===== src/rtl/ch0re_ifetch_buf_if.sv =====
// Fetch-buffer bus: instruction-memory read port, EX redirect, and the decode-side valid/ready head.
interface ch0re_ifetch_buf_if #(
  parameter int IMEM_ADDR_WIDTH = 12
);
  logic                       o_imem_req;
  logic [IMEM_ADDR_WIDTH-1:0] o_imem_addr;
  logic [31:0]                i_imem_rdata;
  logic                       i_redirect;
  logic [63:0]                i_redirect_pc;
  logic                       o_valid;
  logic                       i_ready;
  logic [31:0]                o_instr;
  logic [63:0]                o_pc;
  logic                       o_misalign;

  modport master (
    output o_imem_req, o_imem_addr, o_valid, o_instr, o_pc, o_misalign,
    input  i_imem_rdata, i_redirect, i_redirect_pc, i_ready
  );

  modport slave (
    input  o_imem_req, o_imem_addr, o_valid, o_instr, o_pc, o_misalign,
    output i_imem_rdata, i_redirect, i_redirect_pc, i_ready
  );
endinterface


===== src/rtl/ch0re_ifetch_buf.sv =====
// Fetch PC + prefetch FIFO: 2-cycle request-to-valid, credit-limited reads so the FIFO never overflows.
// CH0RE_IFETCH_MISALIGN_EN: misaligned fetch PC pushes one flagged NOP and stalls until redirect.
module ch0re_ifetch_buf #(
  parameter int          DEPTH           = 4,
  parameter logic [63:0] RESET_PC        = 64'h150,
  parameter int          IMEM_ADDR_WIDTH = 12
) (
  input logic                clk,
  input logic                rst_n,
  ch0re_ifetch_buf_if.master bus
);

  localparam int PW = (DEPTH > 1) ? $clog2(DEPTH) : 1;
  localparam int CW = PW + 1;
  localparam int OW = CW + 1;

  typedef struct packed {
    logic [31:0] instr;
    logic [63:0] pc;
    logic        misalign;
  } entry_t;

  entry_t        mem_q [DEPTH];
  logic [63:0]   fetch_pc_q, fetch_pc_d;
  logic [63:0]   inflight_pc_q, inflight_pc_d;
  logic          inflight_q, inflight_d;
  logic [PW-1:0] rd_ptr_q, rd_ptr_d, wr_ptr_q, wr_ptr_d;
  logic [CW-1:0] count_q, count_d;
  logic          halt_q;

  logic          valid, pop, credit, can_issue, req, mis_push, push;
  logic [OW-1:0] occ;
  entry_t        push_dat, head;

  assign valid = (count_q != '0);
  assign pop   = valid & bus.i_ready;

  // Slots already committed (stored + outstanding) after this cycle's pop.
  assign occ       = OW'(count_q) + OW'(inflight_q) - OW'(pop);
  assign credit    = (occ < OW'(DEPTH));
  assign can_issue = rst_n & ~bus.i_redirect & ~halt_q & credit;

`ifdef CH0RE_IFETCH_MISALIGN_EN
  logic misaligned, halt_d;
  assign misaligned = (fetch_pc_q[1:0] != 2'b00);
  assign req        = can_issue & ~misaligned;
  assign mis_push   = can_issue & misaligned & ~inflight_q;

  always_comb begin
    halt_d = halt_q;
    if (bus.i_redirect)  halt_d = 1'b0;
    else if (mis_push)   halt_d = 1'b1;
  end

  always_ff @(posedge clk or negedge rst_n) begin
    if (!rst_n) halt_q <= 1'b0;
    else        halt_q <= halt_d;
  end
`else
  assign req      = can_issue;
  assign mis_push = 1'b0;
  assign halt_q   = 1'b0;
`endif

  assign push = (inflight_q & ~bus.i_redirect) | mis_push;

  always_comb begin
    push_dat.instr    = bus.i_imem_rdata;
    push_dat.pc       = inflight_pc_q;
    push_dat.misalign = 1'b0;
    if (mis_push) begin
      push_dat.instr    = 32'h0000_0013;
      push_dat.pc       = fetch_pc_q;
      push_dat.misalign = 1'b1;
    end
  end

  always_comb begin
    fetch_pc_d    = fetch_pc_q;
    inflight_pc_d = inflight_pc_q;
    inflight_d    = 1'b0;
    rd_ptr_d      = rd_ptr_q;
    wr_ptr_d      = wr_ptr_q;
    count_d       = count_q;
    if (bus.i_redirect) begin
      fetch_pc_d = bus.i_redirect_pc;
      rd_ptr_d   = '0;
      wr_ptr_d   = '0;
      count_d    = '0;
    end else begin
      if (req) begin
        inflight_d    = 1'b1;
        inflight_pc_d = fetch_pc_q;
        fetch_pc_d    = fetch_pc_q + 64'd4;
      end
      if (push) wr_ptr_d = wr_ptr_q + PW'(1);
      if (pop)  rd_ptr_d = rd_ptr_q + PW'(1);
      count_d = count_q + CW'(push) - CW'(pop);
    end
  end

  always_ff @(posedge clk or negedge rst_n) begin
    if (!rst_n) begin
      fetch_pc_q    <= RESET_PC;
      inflight_pc_q <= '0;
      inflight_q    <= 1'b0;
      rd_ptr_q      <= '0;
      wr_ptr_q      <= '0;
      count_q       <= '0;
    end else begin
      fetch_pc_q    <= fetch_pc_d;
      inflight_pc_q <= inflight_pc_d;
      inflight_q    <= inflight_d;
      rd_ptr_q      <= rd_ptr_d;
      wr_ptr_q      <= wr_ptr_d;
      count_q       <= count_d;
    end
  end

  always_ff @(posedge clk) begin
    if (push) mem_q[wr_ptr_q] <= push_dat;
  end

  assign head            = mem_q[rd_ptr_q];
  assign bus.o_imem_req  = req;
  assign bus.o_imem_addr = fetch_pc_q[IMEM_ADDR_WIDTH+1:2];
  assign bus.o_valid     = valid;
  assign bus.o_instr     = valid ? head.instr : 32'h0;
  assign bus.o_pc        = valid ? head.pc : 64'h0;
  assign bus.o_misalign  = valid & head.misalign;

endmodule

===== src/flat_wrapper.sv =====
// flat-port wrapper written by rule: the top's interface ports become plain ports
module ch0re_ifetch_buf_flat 
#(
  parameter int          DEPTH           = 4,
  parameter logic [63:0] RESET_PC        = 64'h150,
  parameter int          IMEM_ADDR_WIDTH = 12
)
  (clk, rst_n, bus_o_imem_req, bus_o_imem_addr, bus_o_valid, bus_o_instr, bus_o_pc, bus_o_misalign, bus_i_imem_rdata, bus_i_redirect, bus_i_redirect_pc, bus_i_ready);
  ch0re_ifetch_buf_if #(.IMEM_ADDR_WIDTH(IMEM_ADDR_WIDTH)) bus_i ();
  input logic clk;
  input logic rst_n;
  output wire logic [$bits(bus_i.o_imem_req)-1:0] bus_o_imem_req;
  output wire logic [$bits(bus_i.o_imem_addr)-1:0] bus_o_imem_addr;
  output wire logic [$bits(bus_i.o_valid)-1:0] bus_o_valid;
  output wire logic [$bits(bus_i.o_instr)-1:0] bus_o_instr;
  output wire logic [$bits(bus_i.o_pc)-1:0] bus_o_pc;
  output wire logic [$bits(bus_i.o_misalign)-1:0] bus_o_misalign;
  input wire logic [$bits(bus_i.i_imem_rdata)-1:0] bus_i_imem_rdata;
  input wire logic [$bits(bus_i.i_redirect)-1:0] bus_i_redirect;
  input wire logic [$bits(bus_i.i_redirect_pc)-1:0] bus_i_redirect_pc;
  input wire logic [$bits(bus_i.i_ready)-1:0] bus_i_ready;
  assign bus_o_imem_req = bus_i.o_imem_req;
  assign bus_o_imem_addr = bus_i.o_imem_addr;
  assign bus_o_valid = bus_i.o_valid;
  assign bus_o_instr = bus_i.o_instr;
  assign bus_o_pc = bus_i.o_pc;
  assign bus_o_misalign = bus_i.o_misalign;
  assign bus_i.i_imem_rdata = bus_i_imem_rdata;
  assign bus_i.i_redirect = bus_i_redirect;
  assign bus_i.i_redirect_pc = bus_i_redirect_pc;
  assign bus_i.i_ready = bus_i_ready;
  ch0re_ifetch_buf #(.DEPTH(DEPTH), .RESET_PC(RESET_PC), .IMEM_ADDR_WIDTH(IMEM_ADDR_WIDTH)) u_core (.clk(clk), .rst_n(rst_n), .bus(bus_i));
endmodule

===== config.mk =====
export PLATFORM = sky130hd
export DESIGN_NAME = ch0re_ifetch_buf_flat
export DESIGN_NICKNAME = d
export VERILOG_FILES = /design/src/rtl/ch0re_ifetch_buf_if.sv /design/src/rtl/ch0re_ifetch_buf.sv /design/src/flat_wrapper.sv
export SDC_FILE = /design/constraint.sdc
export NUM_CORES = 1
export LEC_CHECK = 0
export CAP_MARGIN = 0
export CORE_UTILIZATION = 35
export DETAILED_ROUTE_END_ITERATION = 16
export PLACE_DENSITY = 0.6
export REMOVE_ABC_BUFFERS = 1
export SKIP_CTS_REPAIR_TIMING = 1
export SYNTH_ARGS = -nofsm -noshare
export SYNTH_HDL_FRONTEND = slang
export SYNTH_SLANG_ARGS = --single-unit

===== constraint.sdc =====
create_clock -name clk -period 4.6 [get_ports clk]
set_input_delay 1.38 -clock clk [delete_from_list [all_inputs] [get_ports clk]]
set_output_delay 1.38 -clock clk [all_outputs]
set_load 0.005 [all_outputs]

# After elaboration in Yosys (flattened, before gate mapping)
# Memories as Yosys holds them, arrays and structs flattened.
# Cells that the tools add are included.
word_totals:
  out_inout_bits: 111
  n_memories: 1
  input_bits: 100
  ram_bits: 384
  regBits: 136
  elab_cells: 39
memory_table:
  columns: ["memory", "words", "width", "rd", "rd_ports_with_merged_regs", "wr", "line", "source"]
  rows:
  - ["u_core.mem_q", 4, 96, 1, 0, 1, "ch0re_ifetch_buf.sv:23", "entry_t mem_q [DEPTH];"]
op_classes:
  addsub: 7
  mux: 13
  bitwise_logic: 6
  order_cmp: 1
  n_reduce_logical: 5
ops:
  columns: ["cell", "n"]
  rows:
  - ["64-bit 2-to-1 mux", 3]
  - ["64-bit by 3-bit adder with 64-bit output (second input constant)", 1]
  - ["32-bit 2-to-1 mux", 1]
  - ["2-bit 2-to-1 mux", 4]
  - ["2-bit nonzero test", 3]
  - ["2-bit by 1-bit adder with 2-bit output (second input constant)", 2]
  - ["3-bit by 1-bit adder with 4-bit output", 1]
  - ["1-bit bitwise AND", 4]
  - ["4-bit by 3-bit less-than comparator with 1-bit output (second input constant)", 1]
  - ["1-bit 2-to-1 mux", 4]
  - ["4-bit by 1-bit subtractor with 4-bit output", 1]
  - ["3-bit by 1-bit adder with 3-bit output", 1]
  - ["3-bit 2-to-1 mux", 1]
  - ["3-bit nonzero test", 1]
  - ["3-bit by 1-bit subtractor with 3-bit output", 1]
  - ["2-bit AND reduction", 1]
  - ["1-bit bitwise AND (second input constant)", 1]
  - ["1-bit inverter", 1]

# Logic depth before layout (Yosys ltp)
depth:
  word_depth: 7
  ltp_mapped: 14
  ltp_nobuf: 10

# Worst setup path after synthesis
# Ideal clock, no wire load.
synth_timing:
  path_type: "input to register"
  startpoint: "input port bus_i_redirect"
  endpoint: "memory u_core.mem_q[0][0] (netlist name), enable pin"
  required_time_ns: 4.134
  setup_slack_ns: 0.101
  setup_time_ns: 0.466
  n_path_buf: 1
  path_stages: 3
  arrival_time_ns: 4.033
  path_cell_list: "clkbuf_1 > nor2b_1 > and2_1"
synth_via:
  elab_chain_cells: 4
synth_rtl:
  columns: ["item", "line", "source"]
  rows:
  - ["from (decl)", "flat_wrapper.sv:19", "input wire logic [$bits(bus_i.i_redirect)-1:0] bus_i_redirect;"]
  - ["1-bit inverter (no source line)", null, null]
  - ["1-bit bitwise AND", "ch0re_ifetch_buf.sv:65", "assign push = (inflight_q & ~bus.i_redirect) | mis_push;"]
  - ["1-bit 2-to-1 mux", "ch0re_ifetch_buf.sv:121", "if (push) mem_q[wr_ptr_q] <= push_dat;"]
  - ["1-bit 2-to-1 mux (not written as such)", "ch0re_ifetch_buf.sv:121", null]
  - ["to (decl)", "ch0re_ifetch_buf.sv:23", null]
# Every way passes these cells.

# Worst setup path in the final report
layout_timing:
  startpoint: "input port bus_i_ready"
  endpoint: "output port bus_o_imem_req"
layout_via:
  elab_chain_cells: 4
layout_rtl:
  columns: ["item", "line", "source"]
  rows:
  - ["from (decl)", "flat_wrapper.sv:21", "input wire logic [$bits(bus_i.i_ready)-1:0] bus_i_ready;"]
  - ["1-bit bitwise AND", "ch0re_ifetch_buf.sv:36", "assign pop = valid & bus.i_ready;"]
  - ["4-bit by 1-bit subtractor with 4-bit output", "ch0re_ifetch_buf.sv:39", "assign occ = OW'(count_q) + OW'(inflight_q) - OW'(pop);"]
  - ["4-bit by 3-bit less-than comparator with 1-bit output", "ch0re_ifetch_buf.sv:40", "assign credit = (occ < OW'(DEPTH));"]
  - ["1-bit bitwise AND", "ch0re_ifetch_buf.sv:41", "assign can_issue = rst_n & ~bus.i_redirect & ~halt_q & credit;"]
  - ["to (decl)", "flat_wrapper.sv:12", "output wire logic [$bits(bus_i.o_imem_req)-1:0] bus_o_imem_req;"]
# Every way passes these cells.

==> key figures <==
Run status
  • Result of the run: complete, no violations

Logic synthesis
  • Dominant combinational cell family by area after synthesis: simple AND/OR/NAND/NOR gates
  • Share of the synthesized area in compound gates (AO/OA/AOI/OAI): 0.0157
  • Sequential fraction of the synthesis area: 0.700
  • Post-synthesis simple-gate area fraction: 0.120
  • Ys Warns: 0
  • Adder-Cell Fraction of Synth Area: 0.00563
  • Share of cell area taken by muxes after synthesis: 0.116
  • Register bit total from synthesis: 520
  • Number of enable flip-flop cells after synthesis: 384
  • Cell types occupying the most area after synthesis: sky130_fd_sc_hd__edfxtp_1 (54%), sky130_fd_sc_hd__dfrtp_1 (16%), sky130_fd_sc_hd__mux4_2 (10%)
  • Mapped Cells: 1379
  • Top-area cell type share of the netlist area: 0.540
  • Async set or reset register ratio after synthesis: 0.262
  • Primary flip-flop cell chosen by synthesis mapping: sky130_fd_sc_hd__edfxtp_1
  • Avg Cell Area, Syn: 15.5 sq um
  • Netlist Area Pre-Place: 21400 sq um
  • Share of the synthesized netlist area taken by xor and xnor gates: 0.0217
  • Dominant cell type by area after synthesis: sky130_fd_sc_hd__edfxtp_1
  • Cell variety after synth: 52

Clock network
  • CTS root buf: sky130_fd_sc_hd__clkbuf_16
  • Clock tree from TritonCTS: yes
  • Clock-pin slew on the worst setup and hold paths: 0.06 ns
  • Insertion delay of the later-clocked pin in the worst-skew pair: 0.60 ns
  • CTS max path bufs: 3
  • CTS Buf Count: 54
  • H-Tree Level Count: 2
  • Total number of clock tree sinks: 520

Worst setup path
  • Worst reg2reg setup slack: 1.19 ns
  • Crit path max-delay family: simple AND/OR/NAND/NOR gates
  • Delay of the slowest cell on the worst path: 0.29 ns
  • Endpoint kind of the worst setup timing path: output pin
  • Cell breakdown of the critical path: dlymetal6s2s_1 -> nand2_1 -> or2_2 -> ha_1 -> nand2_2 -> o21bai_4 -> mux2i_4 -> inv_2 -> dlymetal6s2s_1
  • Worst Path Required: 3.22 ns
  • Launching element type of the critical path: input pin
  • Buffer and inverter count on the worst path: 3
  • Critical setup path kind: in -> out
  • CP max stage cell: sky130_fd_sc_hd__ha_1
  • Most used cell, CP: sky130_fd_sc_hd__dlymetal6s2s_1
  • Critical path data arrival time: 2.85 ns
  • Max Fanout on Critical Path: 3

Routing
  • Per-cell via count in the routed design: 4.97
  • Starting DRC count in detailed routing: 692
  • Detailed-routing wirelength on met1: 22900 microns
  • Highest metal used: met5
  • Aggregate routed wire length: 50700 microns
  • Length of routed met3 wiring: 2650 microns
  • Number of detailed-route iterations in the first pass: 5
  • ANT nets after route: 0
  • Overall via count from detail_route: 12000
  • Drt drc: 0
  • Detail-routed net length per standard cell: 21.0 microns
  • Met2 layer wire length in the routed design: 23900 microns

Timing
  • Number of hold-slack violations in the final timing report: 0
  • Max Slew Vio Count: 0
  • Worst clock skew on the final layout: 0.0110 ns
  • FMAX: 237 MHz
  • Number of endpoints failing setup at the final stage: 0
  • Shortest period the worst path allows: 4.23 ns
  • Setup repair after global routing missed its margin: no
  • Part of the cycle the worst path needs: 0.919
  • Normalized max-slew margin: 0.333
  • Slew at the pin with the worst max-slew slack: 1.00 ns

Finish
  • Final layout net count: 1699
  • Utilization after layout: 0.436
  • Syn-to-layout area delta: 23.2%
  • Area of the multi-input gates: 6010 sq um
  • Most frequent standard cell in the layout excluding fill and tap cells: sky130_fd_sc_hd__edfxtp_1
  • Fraction of layout cells with a size suffix above 1: 0.163
  • Layout Cell Area excl Fill: 26300 sq um
  • Layout fillers: 5444
  • Area occupied by registers: 14900 sq um
  • Highest-count cells in the layout ignoring fill and taps: sky130_fd_sc_hd__edfxtp_1 (384), sky130_fd_sc_hd__nand2_1 (238), sky130_fd_sc_hd__clkdlybuf4s50_1 (205), sky130_fd_sc_hd__dfrtp_1 (131), sky130_fd_sc_hd__and2_1 (97)

GRT
  • Maximum number of pins on one net before global-route repair: 74
  • Total global routing overflow: 0
  • Combined global-route utilization of all metal layers: 0.165
  • Via count of the first global-routing pass: 12700
  • Global-route wire length before repair: 77700 microns
  • Number of antenna violations at the first check in global routing: 4

Floorplan
  • Starting density of the core: 0.354
  • Die area: 62000 sq um
  • Die H: 249 microns
  • Core region area: 60400 sq um
  • Placement Rows: 90
  • I/O pin total: 211
  • Width of the die: 249 microns

Worst hold path
  • Type of the worst min-delay path: reg -> reg

Power and ir drop
  • Power Dens Cells: 569 nW/um^2
  • IR Drop Worst-Case VDD: 0.361 mV
  • Reported leakage power: 9.20 nW

Run
  • Max Cap Viol: 0

Placed design
  • Quantity of I/O buffers inserted on ports: 209
  • Gpl congestion: 0.795
  • Sum of net half-perimeters after detailed placement: 30400 microns
  • Placed Instance Area: 24400 sq um
## metrics by stage
| step | power [W] | cells | hold slack (ns) | TNS, ns | setup WS (ns) |
|---|---|---|---|---|---|
| after global placement | 0.0105 | 2315 | 0.485 | -0.937 | -0.502 |
| after CTS | 0.0152 | 2417 | 0.511 | -0.505 | -0.505 |
| after global routing | 0.0157 | 2419 | 0.531 | 0 | 0.200 |
| final | 0.0150 | 2419 | 0.505 | 0 | 0.373 |
| after detailed placement | 0.0106 | 2315 | 0.498 | -1.01 | -0.506 |
| after floorplan | 0.00841 | 1293 | 0.470 | -384.54 | -4.38 |
## cells in the mapped netlist (3+ instances only)
| master | n |
|---|---|
| sky130_fd_sc_hd__nand4_1 | 26 |
| sky130_fd_sc_hd__nor2_1 | 27 |
| sky130_fd_sc_hd__buf_1 | 13 |
| sky130_fd_sc_hd__and4_1 | 4 |
| sky130_fd_sc_hd__xor2_1 | 27 |
| sky130_fd_sc_hd__edfxtp_1 | 384 |
| sky130_fd_sc_hd__and2_1 | 101 |
| sky130_fd_sc_hd__mux2i_1 | 5 |
| sky130_fd_sc_hd__clkbuf_1 | 55 |
| sky130_fd_sc_hd__o311ai_0 | 3 |
| sky130_fd_sc_hd__mux2_2 | 24 |
| sky130_fd_sc_hd__nor2b_1 | 9 |
| sky130_fd_sc_hd__nand3_1 | 36 |
| sky130_fd_sc_hd__nand2_1 | 239 |
| sky130_fd_sc_hd__dfrtp_1 | 133 |
| sky130_fd_sc_hd__dfstp_2 | 3 |
| sky130_fd_sc_hd__or3_1 | 8 |
| sky130_fd_sc_hd__inv_1 | 18 |
| sky130_fd_sc_hd__o21ai_0 | 38 |
| sky130_fd_sc_hd__buf_2 | 5 |
| sky130_fd_sc_hd__nor4_1 | 17 |
| sky130_fd_sc_hd__nor3_1 | 16 |
| sky130_fd_sc_hd__or4_1 | 4 |
| sky130_fd_sc_hd__ha_1 | 8 |
| sky130_fd_sc_hd__and3_1 | 6 |
| sky130_fd_sc_hd__buf_4 | 13 |
| sky130_fd_sc_hd__mux4_2 | 96 |
| sky130_fd_sc_hd__xnor2_1 | 26 |
| sky130_fd_sc_hd__o211ai_1 | 4 |
## power breakdown
part / leakage, nW / switching (W) / internal [W]
clock network: 0.917 / 0.00182 / 0.00275
registers: 5.16 / 0.000463 / 0.00583
logic: 3.13 / 0.00194 / 0.00217
total: 9.20 / 0.00422 / 0.0107
## area by class of cell
| type | instances | share of cell area |
|---|---|---|
| Clock inverter | 34 | 0.0143 |
| Sequential cell | 520 | 0.568 |
| Multi-Input combinational cell | 755 | 0.228 |
| Timing Repair Buffer | 241 | 0.0922 |
| Antenna cell | 1 | 0.0000952 |
| Inverter | 18 | 0.00257 |
| Clock buffer | 68 | 0.0569 |
| Tap cell | 782 | 0.0372 |
## logic make-up (layout without fill, tap and decap cells)
group / count (synthesis) / in the layout
simple gates: 512 / 512
compound gates: 55 / 55
flops: 520 / 520
buf+inv: 104 / 361
xor+xnor: 53 / 53
fa+ha+maj: 9 / 9
mux: 125 / 125
other cells: 1 / 2
## registers in the layout, indices dropped and copies added (netlist names)
signal	cells
u_core.mem_q	384
u_core.fetch_pc_q	64
u_core.inflight_pc_q	64
u_core.count_q	3
u_core.rd_ptr_q	2
u_core.wr_ptr_q	2
u_core.inflight_q	1
## worst register-to-register path: stages, from the launching register on
cell	delay, ns
sky130_fd_sc_hd__dfrtp_1	0.46
sky130_fd_sc_hd__or3_4	0.18
sky130_fd_sc_hd__nand2_1	0.06
sky130_fd_sc_hd__or2_2	0.28
sky130_fd_sc_hd__ha_1	0.29
sky130_fd_sc_hd__nand2_2	0.09
sky130_fd_sc_hd__o21bai_4	0.16
sky130_fd_sc_hd__mux2i_4	0.26
sky130_fd_sc_hd__buf_4	0.13
sky130_fd_sc_hd__buf_4	0.46
sky130_fd_sc_hd__buf_4	0.53
sky130_fd_sc_hd__mux2_2	0.40
## final timing paths
path                                       from  cells after the start                  endpoint
setup / recovery                    bus_i_ready                      9            bus_o_imem_req
hold reg to reg            u_core.fetch_pc_q[1]                      1      u_core.fetch_pc_q[1]
hold / removal             u_core.fetch_pc_q[1]                      1      u_core.fetch_pc_q[1]
setup reg to reg              u_core.count_q[2]                     11   u_core.inflight_pc_q[1]
max in group asynchronous                 rst_n                      3  u_core.inflight_pc_q[35]
min in group asynchronous                 rst_n                      2         u_core.count_q[2]
## metal layers
metal  track usage  up-vias
met2         0.263      271
met3        0.0373       82
met4        0.0513        6
met5             0        -
li1              -     5540
met1         0.225     6131
(Power assumes the default switching activity.)
